<file path="src/rtl/mem_pkg.sv">
// Shared types and constants for the memory request unit: FSM states, RV32I
// access-size codes, RAM geometry and the request error check.
package mem_pkg;

    // RAM word-address width; the RAM covers byte addresses [0, 2**ADDR_BITS).
    localparam int unsigned RAM_AW    = 12;
    localparam int unsigned ADDR_BITS = RAM_AW + 2;

    // dsize encodings (RV32I load/store funct3)
    localparam logic [2:0] SizeB  = 3'b000;
    localparam logic [2:0] SizeH  = 3'b001;
    localparam logic [2:0] SizeW  = 3'b010;
    localparam logic [2:0] SizeBu = 3'b100;
    localparam logic [2:0] SizeHu = 3'b101;

    typedef enum logic [2:0] {
        StIdle,
        StLdIssue,
        StLdDone,
        StWrCommit,
        StRmwIssue,
        StRmwMerge,
        StErr
    } mem_state_e;

    // True when a data request must be rejected instead of touching the RAM.
    function automatic logic req_error(input logic        rd,
                                       input logic        wr,
                                       input logic [31:0] addr,
                                       input logic [2:0]  size);
        logic err;
        err = rd && wr;
        if (addr[31:ADDR_BITS] != '0) begin
            err = 1'b1;
        end
        unique case (size)
            SizeB, SizeBu: ;
            SizeH, SizeHu: if (addr[0]) err = 1'b1;
            SizeW:         if (addr[1:0] != 2'b00) err = 1'b1;
            default:       err = 1'b1;
        endcase
        return err;
    endfunction

endpackage

</file>
<file path="src/rtl/mem_request_unit_if.sv">
// Core-side fetch/data request bus plus the RAM port of the memory request unit.
interface mem_request_unit_if
    import mem_pkg::*;
();
    // instruction fetch
    logic              fetch_req;
    logic [31:0]       pc;
    logic [31:0]       instr;
    logic              instr_valid;
    // data request
    logic              dread;
    logic              dwrite;
    logic [31:0]       daddr;
    logic [31:0]       dwdata;
    logic [2:0]        dsize;
    logic [31:0]       drdata;
    logic              dack;
    logic              busy;
    logic              derr;
    // RAM port (registered read, read-before-write)
    logic [RAM_AW-1:0] ram_addr_data;
    logic [RAM_AW-1:0] ram_addr_instr;
    logic [31:0]       ram_data_in;
    logic              ram_we;
    logic [31:0]       ram_data_out;
    logic [31:0]       ram_instr_out;

    // Memory request unit side
    modport slave (
        input  fetch_req, pc, dread, dwrite, daddr, dwdata, dsize,
        input  ram_data_out, ram_instr_out,
        output instr, instr_valid, drdata, dack, busy, derr,
        output ram_addr_data, ram_addr_instr, ram_data_in, ram_we
    );

    // Core plus RAM side
    modport master (
        output fetch_req, pc, dread, dwrite, daddr, dwdata, dsize,
        output ram_data_out, ram_instr_out,
        input  instr, instr_valid, drdata, dack, busy, derr,
        input  ram_addr_data, ram_addr_instr, ram_data_in, ram_we
    );

endinterface

</file>
<file path="src/rtl/mem_lane_align.sv">
// Byte-lane steering: extracts and extends a load from a RAM word, and merges
// store data into the addressed lane(s) of a RAM word.
module mem_lane_align
    import mem_pkg::*;
(
    input  logic [31:0] rdata_i,
    input  logic [31:0] wdata_i,
    input  logic [1:0]  offset_i,
    input  logic [2:0]  size_i,
    output logic [31:0] load_data_o,
    output logic [31:0] store_data_o
);

    logic [7:0]  byte_sel;
    logic [15:0] half_sel;

    // Load path: pick the lane then sign- or zero-extend.
    always_comb begin
        byte_sel    = rdata_i[{offset_i, 3'b000} +: 8];
        half_sel    = offset_i[1] ? rdata_i[31:16] : rdata_i[15:0];
        load_data_o = rdata_i;
        unique case (size_i)
            SizeB:   load_data_o = {{24{byte_sel[7]}}, byte_sel};
            SizeH:   load_data_o = {{16{half_sel[15]}}, half_sel};
            SizeBu:  load_data_o = {24'h0, byte_sel};
            SizeHu:  load_data_o = {16'h0, half_sel};
            default: load_data_o = rdata_i;
        endcase
    end

    // Store path: stores only use the width bits, so BU/HU codes act as B/H.
    always_comb begin
        store_data_o = rdata_i;
        unique case (size_i[1:0])
            2'b00:   store_data_o[{offset_i, 3'b000} +: 8] = wdata_i[7:0];
            2'b01:   store_data_o[{offset_i[1], 4'b0000} +: 16] = wdata_i[15:0];
            default: store_data_o = wdata_i;
        endcase
    end

endmodule

</file>
<file path="src/rtl/mem_request_unit.sv">
// Memory request unit: independent instruction fetch path plus a data FSM that
// performs loads, word stores, read-modify-write sub-word stores and rejects
// illegal requests against a single-port-per-path synchronous RAM.
module mem_request_unit
    import mem_pkg::*;
(
    input logic               clk,
    input logic               nrst,
    mem_request_unit_if.slave bus
);

    mem_state_e           state_q, state_d;
    logic [ADDR_BITS-1:0] addr_q, addr_d;
    logic [31:0]          wdata_q, wdata_d;
    logic [2:0]           size_q, size_d;
    logic                 instr_valid_q;

    logic [31:0]          load_data;
    logic [31:0]          store_data;
    logic                 unused_pc;

    // Only the word index of pc reaches the RAM.
    assign unused_pc = ^{bus.pc[31:ADDR_BITS], bus.pc[1:0]};

    // State, captured request and fetch-valid registers.
    always_ff @(posedge clk or negedge nrst) begin
        if (!nrst) begin
            state_q       <= StIdle;
            addr_q        <= '0;
            wdata_q       <= '0;
            size_q        <= '0;
            instr_valid_q <= 1'b0;
        end else begin
            state_q       <= state_d;
            addr_q        <= addr_d;
            wdata_q       <= wdata_d;
            size_q        <= size_d;
            instr_valid_q <= bus.fetch_req;
        end
    end

    // Next state: capture the request in idle, then walk the fixed sequence.
    always_comb begin
        state_d = state_q;
        addr_d  = addr_q;
        wdata_d = wdata_q;
        size_d  = size_q;
        unique case (state_q)
            StIdle: begin
                if (bus.dread || bus.dwrite) begin
                    addr_d  = bus.daddr[ADDR_BITS-1:0];
                    wdata_d = bus.dwdata;
                    size_d  = bus.dsize;
                    if (req_error(bus.dread, bus.dwrite, bus.daddr, bus.dsize)) begin
                        state_d = StErr;
                    end else if (bus.dread) begin
                        state_d = StLdIssue;
                    end else if (bus.dsize[1:0] == SizeW[1:0]) begin
                        state_d = StWrCommit;
                    end else begin
                        state_d = StRmwIssue;
                    end
                end
            end
            StLdIssue:  state_d = StLdDone;
            StRmwIssue: state_d = StRmwMerge;
            StLdDone, StWrCommit, StRmwMerge, StErr: state_d = StIdle;
            default:    state_d = StIdle;
        endcase
    end

    mem_lane_align u_lane_align (
        .rdata_i      (bus.ram_data_out),
        .wdata_i      (wdata_q),
        .offset_i     (addr_q[1:0]),
        .size_i       (size_q),
        .load_data_o  (load_data),
        .store_data_o (store_data)
    );

    // Outputs decoded from state only, so dread/dwrite never reach dack combinationally.
    always_comb begin
        bus.dack          = 1'b0;
        bus.derr          = 1'b0;
        bus.ram_we        = 1'b0;
        bus.drdata        = '0;
        bus.busy          = (state_q != StIdle);
        bus.ram_addr_data = addr_q[ADDR_BITS-1:2];
        bus.ram_data_in   = store_data;
        unique case (state_q)
            StLdDone: begin
                bus.dack   = 1'b1;
                bus.drdata = load_data;
            end
            StWrCommit, StRmwMerge: begin
                bus.dack   = 1'b1;
                bus.ram_we = 1'b1;
            end
            StErr: begin
                bus.dack = 1'b1;
                bus.derr = 1'b1;
            end
            default: ;
        endcase
    end

    // Fetch path runs alongside the data FSM.
    always_comb begin
        bus.ram_addr_instr = bus.pc[ADDR_BITS-1:2];
        bus.instr          = bus.ram_instr_out;
        bus.instr_valid    = instr_valid_q;
    end

endmodule

</file>
<file path="src/flat_wrapper.sv">
// flat-port wrapper written by rule: the top's interface ports become plain ports
module mem_request_unit_flat import mem_pkg::*;
  (clk, nrst, bus_fetch_req, bus_pc, bus_dread, bus_dwrite, bus_daddr, bus_dwdata, bus_dsize, bus_ram_data_out, bus_ram_instr_out, bus_instr, bus_instr_valid, bus_drdata, bus_dack, bus_busy, bus_derr, bus_ram_addr_data, bus_ram_addr_instr, bus_ram_data_in, bus_ram_we);
  mem_request_unit_if bus_i ();
  input logic clk;
  input logic nrst;
  input wire logic [$bits(bus_i.fetch_req)-1:0] bus_fetch_req;
  input wire logic [$bits(bus_i.pc)-1:0] bus_pc;
  input wire logic [$bits(bus_i.dread)-1:0] bus_dread;
  input wire logic [$bits(bus_i.dwrite)-1:0] bus_dwrite;
  input wire logic [$bits(bus_i.daddr)-1:0] bus_daddr;
  input wire logic [$bits(bus_i.dwdata)-1:0] bus_dwdata;
  input wire logic [$bits(bus_i.dsize)-1:0] bus_dsize;
  input wire logic [$bits(bus_i.ram_data_out)-1:0] bus_ram_data_out;
  input wire logic [$bits(bus_i.ram_instr_out)-1:0] bus_ram_instr_out;
  output wire logic [$bits(bus_i.instr)-1:0] bus_instr;
  output wire logic [$bits(bus_i.instr_valid)-1:0] bus_instr_valid;
  output wire logic [$bits(bus_i.drdata)-1:0] bus_drdata;
  output wire logic [$bits(bus_i.dack)-1:0] bus_dack;
  output wire logic [$bits(bus_i.busy)-1:0] bus_busy;
  output wire logic [$bits(bus_i.derr)-1:0] bus_derr;
  output wire logic [$bits(bus_i.ram_addr_data)-1:0] bus_ram_addr_data;
  output wire logic [$bits(bus_i.ram_addr_instr)-1:0] bus_ram_addr_instr;
  output wire logic [$bits(bus_i.ram_data_in)-1:0] bus_ram_data_in;
  output wire logic [$bits(bus_i.ram_we)-1:0] bus_ram_we;
  assign bus_i.fetch_req = bus_fetch_req;
  assign bus_i.pc = bus_pc;
  assign bus_i.dread = bus_dread;
  assign bus_i.dwrite = bus_dwrite;
  assign bus_i.daddr = bus_daddr;
  assign bus_i.dwdata = bus_dwdata;
  assign bus_i.dsize = bus_dsize;
  assign bus_i.ram_data_out = bus_ram_data_out;
  assign bus_i.ram_instr_out = bus_ram_instr_out;
  assign bus_instr = bus_i.instr;
  assign bus_instr_valid = bus_i.instr_valid;
  assign bus_drdata = bus_i.drdata;
  assign bus_dack = bus_i.dack;
  assign bus_busy = bus_i.busy;
  assign bus_derr = bus_i.derr;
  assign bus_ram_addr_data = bus_i.ram_addr_data;
  assign bus_ram_addr_instr = bus_i.ram_addr_instr;
  assign bus_ram_data_in = bus_i.ram_data_in;
  assign bus_ram_we = bus_i.ram_we;
  mem_request_unit u_core (.clk(clk), .nrst(nrst), .bus(bus_i));
endmodule
</file>
<file path="config.mk">
export PLATFORM = sky130hd
export DESIGN_NAME = mem_request_unit_flat
export DESIGN_NICKNAME = d
export VERILOG_FILES = /design/src/rtl/mem_pkg.sv /design/src/rtl/mem_request_unit_if.sv /design/src/rtl/mem_lane_align.sv /design/src/rtl/mem_request_unit.sv /design/src/flat_wrapper.sv
export SDC_FILE = /design/constraint.sdc
export NUM_CORES = 1
export LEC_CHECK = 0
export ABC_AREA = 0
export CORE_MARGIN = 2
export CORE_UTILIZATION = 36
export DETAILED_ROUTE_END_ITERATION = 6
export PLACE_DENSITY = 0.88
export RECOVER_POWER = 50
export SETUP_SLACK_MARGIN = 0.05
export SYNTH_ARGS = -nofsm -noshare
export SYNTH_HDL_FRONTEND = slang
export SYNTH_SLANG_ARGS = --single-unit
</file>
<file path="constraint.sdc">
create_clock -name clk -period 2.8 [get_ports clk]
set_clock_uncertainty 0.05 [all_clocks]
set_input_delay 0.28 -clock clk [delete_from_list [all_inputs] [get_ports clk]]
set_output_delay 0.28 -clock clk [all_outputs]
set_load 0.005 [all_outputs]
</file>
==> impl_metrics.json <==
{
  "core_mm2": 0.0115,
  "crit_path_start_kind": "flip-flop",
  "worst_pin_slew_ps": 1480,
  "setup_viol": 0,
  "synthCells": 434,
  "fmax_mhz": 375,
  "hold_viol_final": 0,
  "worstReg2RegEnd": "u_core.wdata_q[14]",
  "r2r_start": "u_core.state_q[1]",
  "worst_slack_ps": 133,
  "synth_ff_type": "dfrtp_1",
  "first_global_vias": 4105,
  "hold_depth": 1,
  "grt_pass1_wl_um": 23200,
  "finalCritPeriodShare_pct": 95.2,
  "cp.required_ps": 2470,
  "power_per_cell_area_mw_per_mm2": 1080,
  "antenna_found_initial": 0,
  "drv_cap": 0,
  "first_iter_violations": 309,
  "wirelength_um": 15500,
  "vias": 3993,
  "synth_edf_count": 0,
  "dr.pass1.iters": 4,
  "syn_to_final_growth_pct": 46.4,
  "final_nets": 756,
  "place_ws_ps": 15.0,
  "seqPwrFrac_pct": 24.2,
  "critical_path_arrival_ps": 2340,
  "synthesis.area_mm2": 0.00426,
  "ys_seq_area_share_pct": 31.1,
  "io_buffers": 184,
  "leakagePower_nw": 2.80,
  "holdCritStartpoint": "u_core.wdata_q[22]",
  "cp_max_fo": 19,
  "fillers": 1003,
  "period_needed_ps": 2670,
  "yosys_register_bits": 53,
  "path_class": "flip-flop to output port",
  "combPwrFrac_pct": 66.6,
  "status": "complete, no violations",
  "grt_remaining_overflow": 0,
  "ant_nets": 0,
  "cts_buffers": 5,
  "rsz0062_at_grt": "true",
  "synthTopCellsByArea": "dfrtp_1 (31%), mux2_4 (14%), buf_4 (10%), mux2i_1 (3.8%), nand2_1 (3.5%)",
  "critPathMaxStageDelay_ps": 510,
  "crit_buf_inv": 3,
  "grt_max_degree": 29,
  "min_path_type": "flip-flop to flip-flop",
  "clockRootBuffer": "clkbuf_16",
  "seq_area_mm2": 0.00133,
  "multi_input_area_mm2": 0.00236,
  "critPathCaptureType": "output port",
  "synth_top_area_cell": "dfrtp_1",
  "crit_family": "buffers and inverters",
  "track_usage_pct": 23.5,
  "fin_cells": 727,
  "drv_slew": 0,
  "ctsHtreeMaxLevel": 2,
  "synthDistinctLibCells": 50,
  "crit_chain": "buf_12 > mux4_2 > o22ai_2 > nor3_4 > buf_4 > a21o_1 > clkdlybuf4s50_1",
  "worst-r2r-setup-slack_ps": 390,
  "clkTransAtPathRegs_ps": 70,
  "fp.dieH_um": 113,
  "async_flop_share_pct": 100,
  "io_pins": 293,
  "place_hpwl_um": 12300,
  "syn_avg_cell_area_um2": 9.82,
  "cts_num_sinks": 53,
  "drive_above_1_share_pct": 18.8,
  "die-area_mm2": 0.0127,
  "cts_tree": "yes",
  "core.rowCount": 39,
  "clk_latency_ps": 290,
  "crit_path_top_delay_cell": "clkdlybuf4s50_1",
  "clockBufferDepth": 2,
  "syn_nets": 607,
  "viasPerCell": 5.49,
  "slew_headroom_pct": 1.30,
  "diodes": 0,
  "drc": 0,
  "placedCellCount": 712,
  "reg2reg_depth": 4,
  "start_util_pct": 37.2,
  "p_sw_share_pct": 39.3,
  "die_w_um": 113,
  "yosys_warnings": 0,
  "netlist.area_leader.share_pct": 31.1,
  "fin_setup_tns_ps": 0,
  "intPower_mw": 4.11,
  "peakVddDrop_v": 0.000565,
  "place_congestion": 0.893,
  "clkPwrFrac_pct": 9.2,
  "min_to": "u_core.wdata_q[22]",
  "p_sw_mw": 2.66,
  "wl_per_cell_um": 21.4
}
## Yosys cell counts (all sizes together) (2+ instances only)
cell type and count:
mux2 45, a22o 8, dfrtp 53, a221o 8, a21o 16, inv 16, mux2i 16, o221ai 15
a221oi 9, o21ai 14, buf 69, nand3 3, nor2 18, nor4 7, a21boi 2, clkbuf 8
ha 5, nor2b 23, o22ai 8, nand2b 2, nor3 10, nand2 40, a21oi 22
## sequential cells by signal (all words and copies together) (netlist names)
register	count
u_core.addr_q	14
u_core.wdata_q	32
u_core.bus.instr_valid	1
u_core.state_q	3
u_core.size_q	3
## power groups by stage
| stage | clock network, mW | registers, mW | logic (mW) |
|---|---|---|---|
| 2_1_floorplan | 0 | 1.40 | 2.70 |
| 3_3_place_gp | 0 | 1.61 | 4.40 |
| 3_5_place_dp | 0 | 1.62 | 4.47 |
| 4_1_cts | 0.625 | 1.63 | 4.54 |
| 5_1_grt | 0.648 | 1.69 | 4.84 |
| 6_report | 0.619 | 1.64 | 4.51 |
## cells by family after synthesis
group,count (synthesis),synth area share [%]
flip-flops,53,31.1
buffers and inverters,93,15.3
multiplexers,62,19.7
adder cells (fa/ha/maj),5,1.47
AND/OR/NAND/NOR,111,13.7
XOR/XNOR,2,0.411
AO/OA/AOI/OAI,108,18.3
## per-stage QoR
step           hold slack, ps  total power [mW]  instance area, um2  utilization [%]
6_report                  459              6.77                6240             54.4
5_1_grt                   479              7.17                6240             54.4
4_1_cts                   382              6.80                6190             54.0
3_5_place_dp              286              6.10                5930             51.7
3_3_place_gp              271              6.00                5930             51.7
2_1_floorplan           -65.6              4.11                4260                -
## layer usage
layer / vias to the layer above / wire length [um] / GRT usage [%]
li1: 1828 / - / -
met1: 1882 / 6110 / 28.9
met2: 234 / 7590 / 39.8
met3: 49 / 1320 / 6.05
met4: 0 / 503 / 7.97
met5: - / 0 / 0.784
## worst max-delay path by stage
stage | depth (start not counted) | slack, ps | to | startpoint
6_report | 7 | 130 | bus_drdata[31] | u_core.addr_q[1]
5_1_grt | 9 | 20 | bus_ram_data_in[26] | u_core.addr_q[1]
4_1_cts | 7 | 6 | bus_ram_data_in[18] | u_core.addr_q[1]
3_5_place_dp | 7 | 10 | bus_drdata[21] | bus_ram_data_out[7]
3_3_place_gp | 7 | 60 | bus_drdata[22] | bus_ram_data_out[7]
2_1_floorplan | 7 | 660 | bus_ram_data_in[16] | u_core.addr_q[0]
## cell usage in the layout (no fill, tap or decap), drive strengths merged, types with 2 or more instances in the layout
cell type / synthesis / layout
nor2b: 23 / 23
nor2: 18 / 18
a21oi: 22 / 22
dlymetal6s2s: 0 / 6
ha: 5 / 5
o22ai: 8 / 8
a22o: 8 / 8
a21boi: 2 / 2
a221o: 8 / 8
dlygate4sd2: 0 / 13
nand3: 3 / 3
dlygate4sd3: 0 / 16
nand2: 40 / 40
nor4: 7 / 7
dfrtp: 53 / 53
clkdlybuf4s50: 0 / 149
o221ai: 15 / 15
inv: 16 / 17
clkbuf: 8 / 8
a221oi: 9 / 9
buf: 69 / 32
mux2: 45 / 45
a21o: 16 / 16
o21ai: 14 / 14
nand2b: 2 / 2
nor3: 10 / 10
mux2i: 16 / 16
## cell type report
class / instances / area share, %
multi-input combinational: 288 / 37.9
tap: 143 / 2.87
clock buffer: 6 / 2.07
clock inverter: 2 / 0.221
timing repair buffer: 219 / 34.7
inverter: 16 / 1.00
sequential: 53 / 21.3
## what timing repair did
item	CTS	global route
pin swaps	7	1
endpoints found under the setup margin	36	36
hold buffers	1	0
setup buffers	3	2
gates resized for setup	29	12
hold endpoints to repair	27	0
gates cloned	1	0
(Power assumes the default switching activity.)
